## config.mk

```make
export PLATFORM = sky130hd
export DESIGN_NAME = lcd_spi_sink
export DESIGN_NICKNAME = d
export VERILOG_FILES = /design/src/rtl/lcd_spi_sink.sv
export SDC_FILE = /design/constraint.sdc
export NUM_CORES = 1
export LEC_CHECK = 0
export ABC_AREA = 0
export ABC_CLOCK_PERIOD_IN_PS = 10500
export CAP_MARGIN = 30
export CORE_MARGIN = 2
export CORE_UTILIZATION = 25
export CTS_BUF_LIST = sky130_fd_sc_hd__clkbuf_2 sky130_fd_sc_hd__clkbuf_4 sky130_fd_sc_hd__clkbuf_8
export DETAILED_ROUTE_END_ITERATION = 12
export REMOVE_ABC_BUFFERS = 1
export SKIP_CTS_REPAIR_TIMING = 1
export SYNTH_ARGS = -nofsm -noshare
export SYNTH_HDL_FRONTEND = slang
export SYNTH_SLANG_ARGS = --single-unit
```

## constraint.sdc

```tcl
create_clock -name clk -period 10.5 [get_ports clk]
set_input_delay 1.05 -clock clk [delete_from_list [all_inputs] [get_ports clk]]
set_output_delay 1.05 -clock clk [all_outputs]
set_load 0.005 [all_outputs]
```

## src/rtl/lcd_spi_sink.sv

```systemverilog
// Receive end of the 4-wire LCD SPI link: decodes CASET/RASET/RAMWR into pixel writes.
// Build with LCD_SINK_CRC_EN defined to compute a CRC-16-CCITT per completed frame.
`timescale 1ns/1ps

module lcd_spi_sink #(
    parameter int LCD_W       = 132,
    parameter int LCD_H       = 162,
    parameter int SYNC_STAGES = 2
) (
    input  logic        clk,
    input  logic        rst,
    input  logic        lcd_rst_n_in,
    input  logic        lcd_cs_n_in,
    input  logic        lcd_dc_in,
    input  logic        lcd_clk_in,
    input  logic        lcd_data_in,
    output logic        cmd_valid,
    output logic [7:0]  cmd_byte,
    output logic        pix_valid,
    output logic [7:0]  pix_x,
    output logic [7:0]  pix_y,
    output logic [15:0] pix_data,
    output logic        frame_done,
    output logic        param_err,
    output logic [15:0] frame_crc
);

    localparam logic [7:0] X_MAX     = 8'(LCD_W - 1);
    localparam logic [7:0] Y_MAX     = 8'(LCD_H - 1);
    localparam logic [7:0] CMD_CASET = 8'h2A;
    localparam logic [7:0] CMD_RASET = 8'h2B;
    localparam logic [7:0] CMD_RAMWR = 8'h2C;

    typedef enum logic [2:0] {
        ST_IDLE,
        ST_CASET,
        ST_RASET,
        ST_RAMWR,
        ST_SKIP
    } state_t;

    // Input synchronizers; CS_N idles high so it resets to the deselected level.
    logic [SYNC_STAGES-1:0] rst_n_sync;
    logic [SYNC_STAGES-1:0] cs_n_sync;
    logic [SYNC_STAGES-1:0] dc_sync;
    logic [SYNC_STAGES-1:0] sck_sync;
    logic [SYNC_STAGES-1:0] mosi_sync;

    always_ff @(posedge clk or posedge rst) begin
        if (rst) begin
            rst_n_sync <= '0;
            cs_n_sync  <= '1;
            dc_sync    <= '0;
            sck_sync   <= '0;
            mosi_sync  <= '0;
        end else begin
            rst_n_sync <= {rst_n_sync[SYNC_STAGES-2:0], lcd_rst_n_in};
            cs_n_sync  <= {cs_n_sync[SYNC_STAGES-2:0], lcd_cs_n_in};
            dc_sync    <= {dc_sync[SYNC_STAGES-2:0], lcd_dc_in};
            sck_sync   <= {sck_sync[SYNC_STAGES-2:0], lcd_clk_in};
            mosi_sync  <= {mosi_sync[SYNC_STAGES-2:0], lcd_data_in};
        end
    end

    logic srst;
    logic cs_n_s;
    logic dc_s;
    logic sck_s;
    logic mosi_s;

    assign srst   = ~rst_n_sync[SYNC_STAGES-1];
    assign cs_n_s = cs_n_sync[SYNC_STAGES-1];
    assign dc_s   = dc_sync[SYNC_STAGES-1];
    assign sck_s  = sck_sync[SYNC_STAGES-1];
    assign mosi_s = mosi_sync[SYNC_STAGES-1];

    // Bit assembly: the 8th rising SCK edge completes a byte and latches DC with it.
    logic       sck_prev;
    logic [2:0] bit_cnt;
    logic [6:0] shift;
    logic       byte_done;
    logic       byte_dc;
    logic [7:0] byte_val;

    always_ff @(posedge clk or posedge rst) begin
        if (rst) begin
            sck_prev  <= 1'b0;
            bit_cnt   <= '0;
            shift     <= '0;
            byte_done <= 1'b0;
            byte_dc   <= 1'b0;
            byte_val  <= '0;
        end else if (srst) begin
            sck_prev  <= 1'b0;
            bit_cnt   <= '0;
            shift     <= '0;
            byte_done <= 1'b0;
            byte_dc   <= 1'b0;
            byte_val  <= '0;
        end else begin
            sck_prev  <= sck_s;
            byte_done <= 1'b0;
            if (cs_n_s) begin
                bit_cnt <= '0;
            end else if (sck_s && !sck_prev) begin
                if (bit_cnt == 3'd7) begin
                    byte_done <= 1'b1;
                    byte_val  <= {shift, mosi_s};
                    byte_dc   <= dc_s;
                end else begin
                    shift <= {shift[5:0], mosi_s};
                end
                bit_cnt <= bit_cnt + 3'd1;
            end
        end
    end

    state_t     state_q;
    state_t     state_d;
    logic       cmd_fire;
    logic       param_fire;
    logic       hi_fire;
    logic       pix_fire;
    logic [1:0] param_cnt;
    logic       param_hi_nz;
    logic [7:0] s_coord;
    logic       hi_pend;
    logic [7:0] hi_byte;
    logic [7:0] win_xs;
    logic [7:0] win_xe;
    logic [7:0] win_ys;
    logic [7:0] win_ye;
    logic [7:0] cur_x;
    logic [7:0] cur_y;

    always_ff @(posedge clk or posedge rst) begin
        if (rst) begin
            state_q <= ST_IDLE;
        end else if (srst) begin
            state_q <= ST_IDLE;
        end else begin
            state_q <= state_d;
        end
    end

    // A command byte always wins: it aborts whatever the decoder was doing.
    always_comb begin
        state_d    = state_q;
        cmd_fire   = 1'b0;
        param_fire = 1'b0;
        hi_fire    = 1'b0;
        pix_fire   = 1'b0;
        if (byte_done) begin
            if (!byte_dc) begin
                cmd_fire = 1'b1;
                case (byte_val)
                    CMD_CASET: state_d = ST_CASET;
                    CMD_RASET: state_d = ST_RASET;
                    CMD_RAMWR: state_d = ST_RAMWR;
                    default:   state_d = ST_SKIP;
                endcase
            end else begin
                case (state_q)
                    ST_CASET, ST_RASET: begin
                        param_fire = 1'b1;
                        if (param_cnt == 2'd3) begin
                            state_d = ST_SKIP;
                        end
                    end
                    ST_RAMWR: begin
                        hi_fire  = !hi_pend;
                        pix_fire = hi_pend;
                    end
                    default: ;
                endcase
            end
        end
    end

    // Coordinates above 255 saturate to 0xFF; the end coordinate is clamped to the panel.
    logic [7:0] coord;
    logic [7:0] coord_lim;
    logic [7:0] e_clamp;
    logic       win_bad;
    logic       x_last;
    logic       y_last;

    always_comb begin
        coord     = param_hi_nz ? 8'hFF : byte_val;
        coord_lim = (state_q == ST_CASET) ? X_MAX : Y_MAX;
        e_clamp   = (coord > coord_lim) ? coord_lim : coord;
        win_bad   = s_coord > e_clamp;
        x_last    = cur_x == win_xe;
        y_last    = cur_y == win_ye;
    end

    always_ff @(posedge clk or posedge rst) begin
        if (rst) begin
            param_cnt   <= '0;
            param_hi_nz <= 1'b0;
            s_coord     <= '0;
            hi_pend     <= 1'b0;
            hi_byte     <= '0;
            win_xs      <= '0;
            win_xe      <= X_MAX;
            win_ys      <= '0;
            win_ye      <= Y_MAX;
            cur_x       <= '0;
            cur_y       <= '0;
            cmd_valid   <= 1'b0;
            cmd_byte    <= '0;
            pix_valid   <= 1'b0;
            pix_x       <= '0;
            pix_y       <= '0;
            pix_data    <= '0;
            frame_done  <= 1'b0;
            param_err   <= 1'b0;
        end else if (srst) begin
            param_cnt   <= '0;
            param_hi_nz <= 1'b0;
            s_coord     <= '0;
            hi_pend     <= 1'b0;
            hi_byte     <= '0;
            win_xs      <= '0;
            win_xe      <= X_MAX;
            win_ys      <= '0;
            win_ye      <= Y_MAX;
            cur_x       <= '0;
            cur_y       <= '0;
            cmd_valid   <= 1'b0;
            cmd_byte    <= '0;
            pix_valid   <= 1'b0;
            pix_x       <= '0;
            pix_y       <= '0;
            pix_data    <= '0;
            frame_done  <= 1'b0;
            param_err   <= 1'b0;
        end else begin
            cmd_valid  <= cmd_fire;
            pix_valid  <= 1'b0;
            frame_done <= 1'b0;
            param_err  <= 1'b0;

            if (cmd_fire) begin
                cmd_byte  <= byte_val;
                hi_pend   <= 1'b0;
                param_cnt <= '0;
                if (byte_val == CMD_RAMWR) begin
                    cur_x <= win_xs;
                    cur_y <= win_ys;
                end
            end

            if (param_fire) begin
                param_cnt <= param_cnt + 2'd1;
                case (param_cnt)
                    2'd0, 2'd2: param_hi_nz <= |byte_val;
                    2'd1:       s_coord     <= coord;
                    default: begin
                        if (win_bad) begin
                            param_err <= 1'b1;
                        end else if (state_q == ST_CASET) begin
                            win_xs <= s_coord;
                            win_xe <= e_clamp;
                        end else begin
                            win_ys <= s_coord;
                            win_ye <= e_clamp;
                        end
                    end
                endcase
            end

            if (hi_fire) begin
                hi_byte <= byte_val;
                hi_pend <= 1'b1;
            end

            // Raster walk inside the window; the last pixel wraps back to the window origin.
            if (pix_fire) begin
                pix_valid <= 1'b1;
                pix_x     <= cur_x;
                pix_y     <= cur_y;
                pix_data  <= {hi_byte, byte_val};
                hi_pend   <= 1'b0;
                if (x_last) begin
                    cur_x <= win_xs;
                    if (y_last) begin
                        cur_y      <= win_ys;
                        frame_done <= 1'b1;
                    end else begin
                        cur_y <= cur_y + 8'd1;
                    end
                end else begin
                    cur_x <= cur_x + 8'd1;
                end
            end
        end
    end

`ifdef LCD_SINK_CRC_EN
    function automatic logic [15:0] crc_byte(input logic [15:0] c, input logic [7:0] d);
        logic [15:0] r;
        r = c ^ {d, 8'h00};
        for (int i = 0; i < 8; i++) begin
            r = r[15] ? ((r << 1) ^ 16'h1021) : (r << 1);
        end
        return r;
    endfunction

    logic [15:0] crc_q;
    logic [15:0] crc_pix;

    assign crc_pix = crc_byte(crc_byte(crc_q, hi_byte), byte_val);

    always_ff @(posedge clk or posedge rst) begin
        if (rst) begin
            crc_q     <= 16'hFFFF;
            frame_crc <= '0;
        end else if (srst) begin
            crc_q     <= 16'hFFFF;
            frame_crc <= '0;
        end else if (cmd_fire && byte_val == CMD_RAMWR) begin
            crc_q <= 16'hFFFF;
        end else if (pix_fire) begin
            if (x_last && y_last) begin
                crc_q     <= 16'hFFFF;
                frame_crc <= crc_pix;
            end else begin
                crc_q <= crc_pix;
            end
        end
    end
`else
    assign frame_crc = '0;
`endif

endmodule

```

## Word level (Yosys, flattened, before mapping)

Index checks and enable logic that the tools add are counted.
W data, S select, Z words.

| word-level totals | value |
|---|---|
| output and inout bits | 60 |
| input bits | 7 |
| register bits after elaboration | 146 |

| cells by class | value |
|---|---|
| $lt $le $gt $ge | 2 |
| $add $sub $neg | 4 |
| equality and inequality tests | 34 |
| mux-type cells | 105 |
| reductions and logical operators | 16 |

Operators by type and width:

| kind | number |
|---|---|
| $mux W8 | 48 |
| $mux W1 | 38 |
| $mux W16 | 2 |
| $mux W7 | 4 |
| $eq A8 B6 Y1 const B | 3 |
| $mux W3 | 8 |
| $ne A2 B1 Y1 const B | 10 |
| $add A8 B1 Y8 const B | 2 |
| $eq A8 B8 Y1 | 2 |
| $gt A8 B8 Y1 | 2 |
| $ne A3 B1 Y1 const B | 4 |
| $ne A2 B2 Y1 const B | 5 |
| $pmux W3 S3 | 1 |
| $reduce_and A3 Y1 | 3 |
| $reduce_and A4 Y1 | 2 |
| $reduce_or A8 Y1 | 1 |
| $eq A3 B2 Y1 const B | 2 |
| $mux W2 | 3 |
| $mux W6 | 1 |
| $ne A3 B2 Y1 const B | 2 |
| $reduce_and A2 Y1 | 3 |
| $eq A2 B2 Y1 const B | 2 |
| $ne A4 B1 Y1 const B | 1 |
| $reduce_or A2 Y1 | 2 |
| 9 further kinds | 10 |

## Longest topological paths before layout

Gate-level depths: netlist (run 1).

| logic depth | value |
|---|---|
| word-level depth | 9 |
| depth in mapped cells | 15 |

## Least setup slack after synthesis (run 1)

No wires, ideal clock.

| timing path | value |
|---|---|
| kind | reg2reg |
| start | register state_q[1] |
| end | register win_ye[2] |
| path buffers | 2 |
| setup slack | 7145 ps |
| arrival | 3234 ps |
| library setup time | 121 ps |
| cell stages (with the launch flop) | 16 |
| clock period less this slack | 3355 ps |
| cells stage by stage | dfrtp_1 > buf_4 > nor3b_4 > a21oi_1 > o21ai_0 > nand2_1 > nand2_1 > nand2_1 > ha_1 > and4_1 > and3_1 > nand2_1 > a2bb2oi_2 > o41a_4 > buf_6 > a22o_1 |

| on the way | value |
|---|---|
| word-level cells in the longest chain between the ends | 9 |

RTL lines:

| element | RTL line | text |
|---|---|---|
| start, declared | 118 | `state_t state_q;` |
| start signal, assigned | 142 | `state_q <= state_d;` |
| branches (longest 9 deep; another with $gt A8 B8 Y1) | -- |  |
| end signal, assigned | 267 | `win_ye <= e_clamp;` |
| end, declared | 132 | `logic [7:0] win_ye;` |

Parallel ways; which one is timed is not known. The select of a mux whose other input is x is not followed.
A chain may end at the register's enable or synchronous reset.

## Worst setup path after layout (run 1)

| timing path | value |
|---|---|
| start | register state_q[1] |
| end | register win_xs[3] |

| on the way | value |
|---|---|
| word-level cells in the longest chain between the ends | 7 |

RTL lines:

| element | RTL line | text |
|---|---|---|
| $eq A3 B1 Y1 / $eq A3 B2 Y1 (equally long branches) | 163, 190, 262 |  |
| $mux W6 / $reduce_or A2 Y1 (equally long branches) | 190, 163 |  |
| $gt A8 B8 Y1 / $mux W1 (equally long branches) | 191, 163 |  |
| $mux W8 / $mux W1 (equally long branches) | 191, 154 |  |
| $gt A8 B8 Y1 / $mux W1 (equally long branches) | 192, 153 |  |
| $ne A2 B2 Y1 (no source line) / $ne A2 B1 Y1 (equally long branches) | -- |  |
| $reduce_and A4 Y1 (no source line) (*) | -- |  |
| end signal, assigned | 263 | `win_xs <= s_coord;` |
| end, declared | 129 | `logic [7:0] win_xs;` |

Mark *: on every way between the ends. The rest lies on a longest branch, timed or not.

==> metrics.log, run 1 <==
[metrics] run status: finished, final reports clean
[metrics] Placed Area: 7530 um2
[metrics] Final Routed Wirelength: 16200 um
[metrics] average detailed-routed wire length per instance: 15.1 um
[metrics] DRC marker count from the first detailed-route iteration: 352
[metrics] final HPWL from detailed placement: 10600 um
[metrics] Post-Syn Area per Cell: 10.1 um2
[metrics] Pins Over Slew Limit: 0
[metrics] number of top-level pins: 67
[metrics] setup tns final: 0 ns
[metrics] final instance area: 7970 um2
[metrics] origin of the critical flop-to-flop path: state_q[1]
[metrics] number of distinct standard cells referenced by the synthesized netlist: 66
[metrics] total number of vias: 4951
[metrics] root buffer cell: clkbuf_8
[metrics] r2r setup slk: 6.55 ns
[metrics] core area: 26900 um2
[metrics] Achievable Freq: 253 MHz
[metrics] yosys warns: 0
[metrics] Num Clock Sinks: 146
[metrics] wire length of the first global-routing pass: 27000 um
[metrics] leakage dissipation: 3.47 nW
[metrics] die boundary width: 169 um
[metrics] worst reg2reg endpoint: win_xs[3]
[metrics] number of enable flip-flop cells after synthesis: 0
[metrics] residual antenna-violating net count after detailed routing: 0
[metrics] Inserted Clock Buffers: 17
[metrics] worst hold path cell count: 0
[metrics] top fanout value on the critical path: 16
[metrics] clk_lat worst skew: 0.46 ns
[metrics] final clock skew: 0.00690 ns
[metrics] unrepaired setup endpoints after global routing: no
[metrics] Post-synth ARST share: 100%
[metrics] iteration count of the initial detailed-routing pass: 5
[metrics] area of the mapped netlist: 6820 um2
[metrics] via count of the first global-routing pass: 4967
[metrics] synthesis-to-layout area growth: 16.9%
[metrics] kind of end point of the critical path: flip-flop
[metrics] maximum number of pins on one net before global-route repair: 83
[metrics] total net switching power: 241 uW
[metrics] Seq/Total Area, Yosys: 53.7%
[metrics] post-route minimum period: 3.95 ns
[metrics] # nets final: 734
[metrics] worst hold slack after final layout: 0.350 ns
[metrics] count of maximum capacitance violations: 0
[metrics] internal power: 852 uW
[metrics] count of input and output buffers: 50
[metrics] Total Routing Usage GR: 11.8%
[metrics] worst hold path type: flip-flop to flip-flop
[metrics] fill cell instance count of the final layout: 2796
[metrics] footprint of the multi-input gates: 2800 um2
[metrics] Synth Register Bits: 146
[metrics] HP Start: rst_n_sync[0]
[metrics] Worst Max-Slew Pin Slew: 0.994 ns
[metrics] DIE AREA: 28600 um2
[metrics] Sw Share: 22.1%
[metrics] count of inserted antenna diode cells: 0
[metrics] max FFs per register: 16
[metrics] die outline height: 169 um
[metrics] power density over the cells: 137 nW/um2
[metrics] final worst path period share: 37.7%
[metrics] main flop type after synthesis: dfrtp_1
[metrics] CTS tree: done
[metrics] required time at the endpoint of the critical path: 10.89 ns
[metrics] relative contribution of the clock network to total power: 45.3%
[metrics] hold endpoint: rst_n_sync[1]
[metrics] Post-Synthesis Cells: 678
[metrics] Clock Tree Buf Depth: 2
[metrics] proportion of power drawn by combinational gates: 2.9%
[metrics] Post-Route Utilization: 29.7%
[metrics] GRT overflow: 0
[metrics] Final Hold Vio Count: 0
[metrics] initial antenna violation count: 0
[metrics] Crit path arrival time: 4.34 ns
[metrics] area used by sequential logic in the layout: 3660 um2
[metrics] maximum vdd drop: 0.0000707 V
[metrics] average vias per placed instance: 4.64
[metrics] Final setup viols: 0
[metrics] share of final-layout standard cells stronger than drive strength 1: 11.0%
[metrics] CTS H-tree lvls: 4
[metrics] Max-Slew Margin vs Limit: 33.4%
[metrics] clock transition at the registers of the reported paths: 0.08 ns
[metrics] post-detailed-route DRC marker count: 0
[metrics] post-place setup slack: 6.59 ns
[metrics] crit start category: flip-flop
[metrics] reg2reg path depth: 13
[metrics] category of the critical setup timing path: flip-flop to flip-flop
[metrics] register with the highest flop count: pix_data
[metrics] sequential group share of total power: 51.8%
[metrics] cell row count: 60
[metrics] routability-driven placement congestion ratio: 0.816
[metrics] final setup margin: 6.55 ns
[metrics] effective utilization at floorplan: 25.4%
[placed cells by master (no fill, tap or decap), types with 16 or more instances in the layout]
master	synthesis	layout
a21oi_1	71	71
a22o_1	31	31
clkbuf_8	3	20
clkdlybuf4s50_1	0	50
conb_1	1	16
dfrtp_1	138	138
inv_1	19	17
nand2_1	127	127
nor2_1	44	44
[cell usage after synthesis (3+ instances only)]
cell / count / share of area [%]
a211oi_1: 4 / 0.44
a21oi_1: 71 / 5.2
a22o_1: 31 / 4.0
a22o_2: 8 / 1.2
a22oi_1: 4 / 0.44
and2_1: 3 / 0.28
and3_1: 6 / 0.55
and4_1: 3 / 0.39
buf_2: 4 / 0.29
buf_4: 17 / 1.9
buf_6: 4 / 0.66
clkbuf_1: 26 / 1.4
clkbuf_8: 3 / 0.61
dfrtp_1: 138 / 51
dfstp_2: 8 / 3.1
ha_1: 13 / 2.4
inv_1: 19 / 1.0
mux2_2: 4 / 0.66
mux2i_1: 9 / 1.3
nand2_1: 127 / 7.0
nand3_1: 11 / 0.81
nand4_1: 4 / 0.37
nor2_1: 44 / 2.4
nor2b_1: 8 / 0.73
nor3_1: 10 / 0.73
nor3b_1: 3 / 0.33
o21ai_0: 13 / 0.95
o2bb2ai_1: 9 / 1.2
o31ai_1: 3 / 0.33
or2_2: 3 / 0.28
or3_1: 5 / 0.46
xnor2_1: 10 / 1.3
xor2_1: 13 / 1.7
[final cells by class]
cell class,instances,area share [%]
Tap cell,341,5.35
Sequential cell,146,45.9
Inverter,20,1.00
Clock inverter,10,1.95
Clock buffer,22,3.64
Timing Repair Buffer,58,7.00
Multi-Input combinational cell,471,35.1
[worst max-delay path by stage]
stage	depth (start not counted)	to	slack [ns]	start
2_1_floorplan	1	bit_cnt[0]	5.54	rst
3_3_place_gp	13	win_xe[6]	6.74	state_q[1]
3_5_place_dp	13	win_xe[1]	6.59	state_q[1]
4_1_cts	13	win_xs[6]	6.56	state_q[1]
5_1_grt	13	win_xe[7]	6.12	state_q[0]
6_report	13	win_xs[3]	6.55	state_q[1]
[metal layers]
layer  share of wire, %  wire length (um)  GRT usage [%]
met2                 47              7610           18.6
met5                  0                 0              0
met1                 48              7760           16.3
met4                1.7               271           4.27
met3                3.2               518           2.31
[cells by family (layout without fill, tap and decap cells)]
logic type / count (synthesis) / after routing / synth area share [%]
xor+xnor: 23 / 23 / 2.95
buf+inv: 76 / 110 / 6.07
compound gates: 164 / 164 / 16.6
flops: 146 / 146 / 53.7
simple gates: 242 / 242 / 16.2
mux: 13 / 13 / 1.98
fa+ha+maj: 13 / 13 / 2.38
other cells: 1 / 16 / 0.0550
[metrics by stage]
stage	total power, mW	cells
floorplan	0.598	637
global placement	0.610	1034
detailed placement	0.611	1036
CTS	1.11	1068
global route	1.14	1068
finish	1.09	1068
[power by group through the flow]
stage | clock (mW) | sequential [mW] | combinational (mW)
floorplan | 0 | 0.578 | 0.0196
CTS | 0.511 | 0.567 | 0.0329
global route | 0.534 | 0.567 | 0.0363
global placement | 0 | 0.578 | 0.0325
detailed placement | 0 | 0.578 | 0.0328
finish | 0.496 | 0.567 | 0.0314
[worst max-delay path: stages, from the launching register on]
cell and delay, ns:
dfrtp_1 0.46, nor3b_4 0.38, nor3_1 0.09, o21ai_0 0.52, nand2_1 0.19, nand2_1 0.12
nand2_1 0.06, ha_1 0.30, and4_1 0.20, and3_1 0.21, nand2_1 0.08, a2bb2oi_2 0.20
nor3_2 0.80, a22o_1 0.27
No activity file was read; power rests on OpenSTA's default activity.
==> run 2: changes to the inputs <==
ABC_CLOCK_PERIOD_IN_PS = 3510   (was 10500)
clock period = 3.51 ns   (was 10.5 ns; I/O delays follow)
==> run 2 against run 1 <==
Sequential share of layout area fell by 0.90 points. Count of clock-buffer cells in the layout fell by 5. Non-clock buffer count rose by 19. Fmax rose by 19%. Largest cell class unchanged. Clock skew rose by 0.0077 ns. Utilization rose by 0.59 points. First-iteration DRC count fell by 19%. Combinational power rose to 3.2 times the previous value. Hold slack got worse by 0.042 ns. Critical path type unchanged. Flip-flop and latch count did not move. Final cell count rose by 1.8%. Via count rose by 1.5%.
==> metrics.log, run 2 (synthesized netlist as in run 1, its figures left out) <==
[metrics] Pins Over Slew Limit: 0 (unchanged)
[metrics] maximum number of pins on one net before global-route repair: 72 (-13%)
[metrics] Clock Tree Buf Depth: 2 (unchanged)
[metrics] category of the critical setup timing path: flip-flop to flip-flop
[metrics] final clock skew: 0.0146 ns (+0.00773 ns)
[metrics] synthesis-to-layout area growth: 19.2%
[metrics] post-route minimum period: 3.31 ns (-0.645 ns)
[metrics] required time at the endpoint of the critical path: 3.86 ns (-7.03 ns)
[metrics] GRT overflow: 0 (unchanged)
[metrics] max FFs per register: 16 (unchanged)
[metrics] average detailed-routed wire length per instance: 15.2 um (+0.24%)
[metrics] leakage dissipation: 3.54 nW (+2.2%)
[metrics] number of top-level pins: 67 (unchanged)
[metrics] final worst path period share: 94.3% (+57 points)
[metrics] register with the highest flop count: pix_data
[metrics] Crit path arrival time: 3.66 ns (-0.68 ns)
[metrics] residual antenna-violating net count after detailed routing: 0 (unchanged)
[metrics] kind of end point of the critical path: flip-flop
[metrics] average vias per placed instance: 4.62 (-0.32%)
[metrics] iteration count of the initial detailed-routing pass: 4 (-1)
[metrics] slowest stage cell, crit path: dfrtp_1
[metrics] power density over the cells: 403 nW/um2 (+190%)
[metrics] CTS H-tree lvls: 4 (unchanged)
[metrics] die boundary width: 169 um (unchanged)
[metrics] Pwr Total: 3.27 mW (+200%)
[metrics] post-detailed-route DRC marker count: 0 (unchanged)
[metrics] Final Hold Vio Count: 0 (unchanged)
[metrics] core area: 26900 um2 (unchanged)
[metrics] Total Routing Usage GR: 12.1% (+0.28 points)
[metrics] Achievable Freq: 302 MHz (+19%)
[metrics] initial antenna violation count: 0 (unchanged)
[metrics] most frequent cell on the critical path: nand2_1
[metrics] Final setup viols: 0 (unchanged)
[metrics] setup tns final: 0 ns (unchanged)
[metrics] via count of the first global-routing pass: 5161 (+3.9%)
[metrics] clk_lat worst skew: 0.46 ns (about the same)
[metrics] total number of vias: 5023 (+1.5%)
[metrics] DRC marker count from the first detailed-route iteration: 285 (-19%)
[metrics] Num Clock Sinks: 146 (unchanged)
[metrics] Inserted Clock Buffers: 17 (unchanged)
[metrics] top fanout value on the critical path: 16 (unchanged)
[metrics] CTS tree: done
[metrics] Post-Route Utilization: 30.3% (+0.59 points)
[metrics] die outline height: 169 um (unchanged)
[metrics] count of inserted antenna diode cells: 0 (unchanged)
[metrics] final setup margin: 0.200 ns (-6.35 ns)
[metrics] cell row count: 60 (unchanged)
[metrics] root buffer cell: clkbuf_8
[metrics] effective utilization at floorplan: 25.4% (unchanged)
[metrics] delay of the slowest critical-path stage: 0.47 ns (-0.33 ns)
[metrics] final HPWL from detailed placement: 11400 um (+7.0%)
[metrics] wire length of the first global-routing pass: 27400 um (+1.7%)
[metrics] clock transition at the registers of the reported paths: 0.09 ns (about the same)
[metrics] post-place setup slack: 0.0678 ns (-6.52 ns)
[metrics] worst hold slack after final layout: 0.308 ns (-0.0418 ns)
[metrics] run status: finished, final reports clean
[metrics] worst hold path type: primary input to flip-flop
[metrics] unrepaired setup endpoints after global routing: no
[metrics] share of final-layout standard cells stronger than drive strength 1: 13.3% (+2.3 points)
[metrics] Final Routed Wirelength: 16500 um (+2.0%)
[metrics] ordered list of cells on the worst path: nor3b_4 -> a21oi_1 -> o21ai_1 -> nand2_1 -> nand2_1 -> nand2_1 -> ha_1 -> and4_1 -> and3_1 -> nand2_1 -> a2bb2oi_2 -> buf_4 -> o31a_2 -> a22o_1
[metrics] highest-count cells in the layout ignoring fill and taps: dfrtp_1, nand2_1, a21oi_1
[metrics] DIE AREA: 28600 um2 (unchanged)
[metrics] count of maximum capacitance violations: 0 (unchanged)
[metrics] routability-driven placement congestion ratio: 0.827 (+1.3%)
[metrics] # nets final: 753 (+2.6%)
[metrics] maximum vdd drop: 0.000215 V (+200%)
[metrics] most common cell after layout, fill and taps aside: dfrtp_1
[metrics] crit start category: flip-flop
[metrics] Worst Max-Slew Pin Slew: 0.745 ns (-0.249 ns)
[metrics] Max-Slew Margin vs Limit: 50.0% (+17 points)
[metrics] count of input and output buffers: 50 (unchanged)
==> run 2: cell count changes in the layout (fill, tap and decap cells not counted), sizes merged <==
| cell | before | now |
|---|---|---|
| buf | 8 | 27 |
| clkinvlp | 2 | 5 |
| clkbuf | 22 | 17 |
| clkinv | 5 | 3 |
| inv | 19 | 23 |
==> run 2: report_power, final <==
group          leakage, nW  internal [mW]  total [mW]  switching (mW)
registers             1.99           1.69        1.70         0.00475
logic                 1.35         0.0212      0.0996          0.0784
clock network        0.206          0.781        1.48           0.698
total                 3.54           2.49        3.27           0.781
==> run 2: path summary, 6_finish.rpt <==
path                                  to  cells after the start          start  slack, ns
max                            win_xe[5]                     14     state_q[1]       0.20
min                         cs_n_sync[0]                      1    lcd_cs_n_in       0.31
max reg2reg                    win_xe[5]                     14     state_q[1]       0.20
min reg2reg                rst_n_sync[1]                      0  rst_n_sync[0]       0.35
max in group asynchronous   cs_n_sync[0]                      3            rst       2.27
min in group asynchronous   pix_data[14]                      2            rst       0.37
==> run 2: area by class of cell <==
| class | instances | area, um2 |
|---|---|---|
| clock buffer | 17 | 234 |
| clock inverter | 15 | 206 |
| fill | 2779 | 18700 |
| inverter | 20 | 80.1 |
| multi-input combinational | 471 | 2810 |
| sequential | 146 | 3660 |
| tap | 341 | 427 |
| timing repair buffer | 77 | 716 |
==> run 2: through the flow <==
stage,std cells,cell area (um2)
after floorplan,637,6540
after global placement,1054,7680
after detailed placement,1055,7690
after CTS,1087,8130
after global routing,1087,8130
final,1087,8130
==> run 2: per-layer routing <==
| metal | up-vias | track usage, % | wire length, um |
|---|---|---|---|
| li1 | 2426 | - | - |
| met1 | 2496 | 15.9 | 7870 |
| met2 | 83 | 19.9 | 7880 |
| met3 | 18 | 2.52 | 498 |
| met4 | 0 | 4.35 | 235 |
| met5 | - | 0 | 0 |
==> run 2: worst max-delay path, delay by kind of cell (launching register included) <==
| family | cells | cell delay (ns) |
|---|---|---|
| AND/OR/NAND/NOR | 7 | 1.01 |
| adder cells (fa/ha/maj) | 1 | 0.31 |
| buffers and inverters | 1 | 0.16 |
| flip-flops | 1 | 0.47 |
| AO/OA/AOI/OAI | 5 | 1.24 |
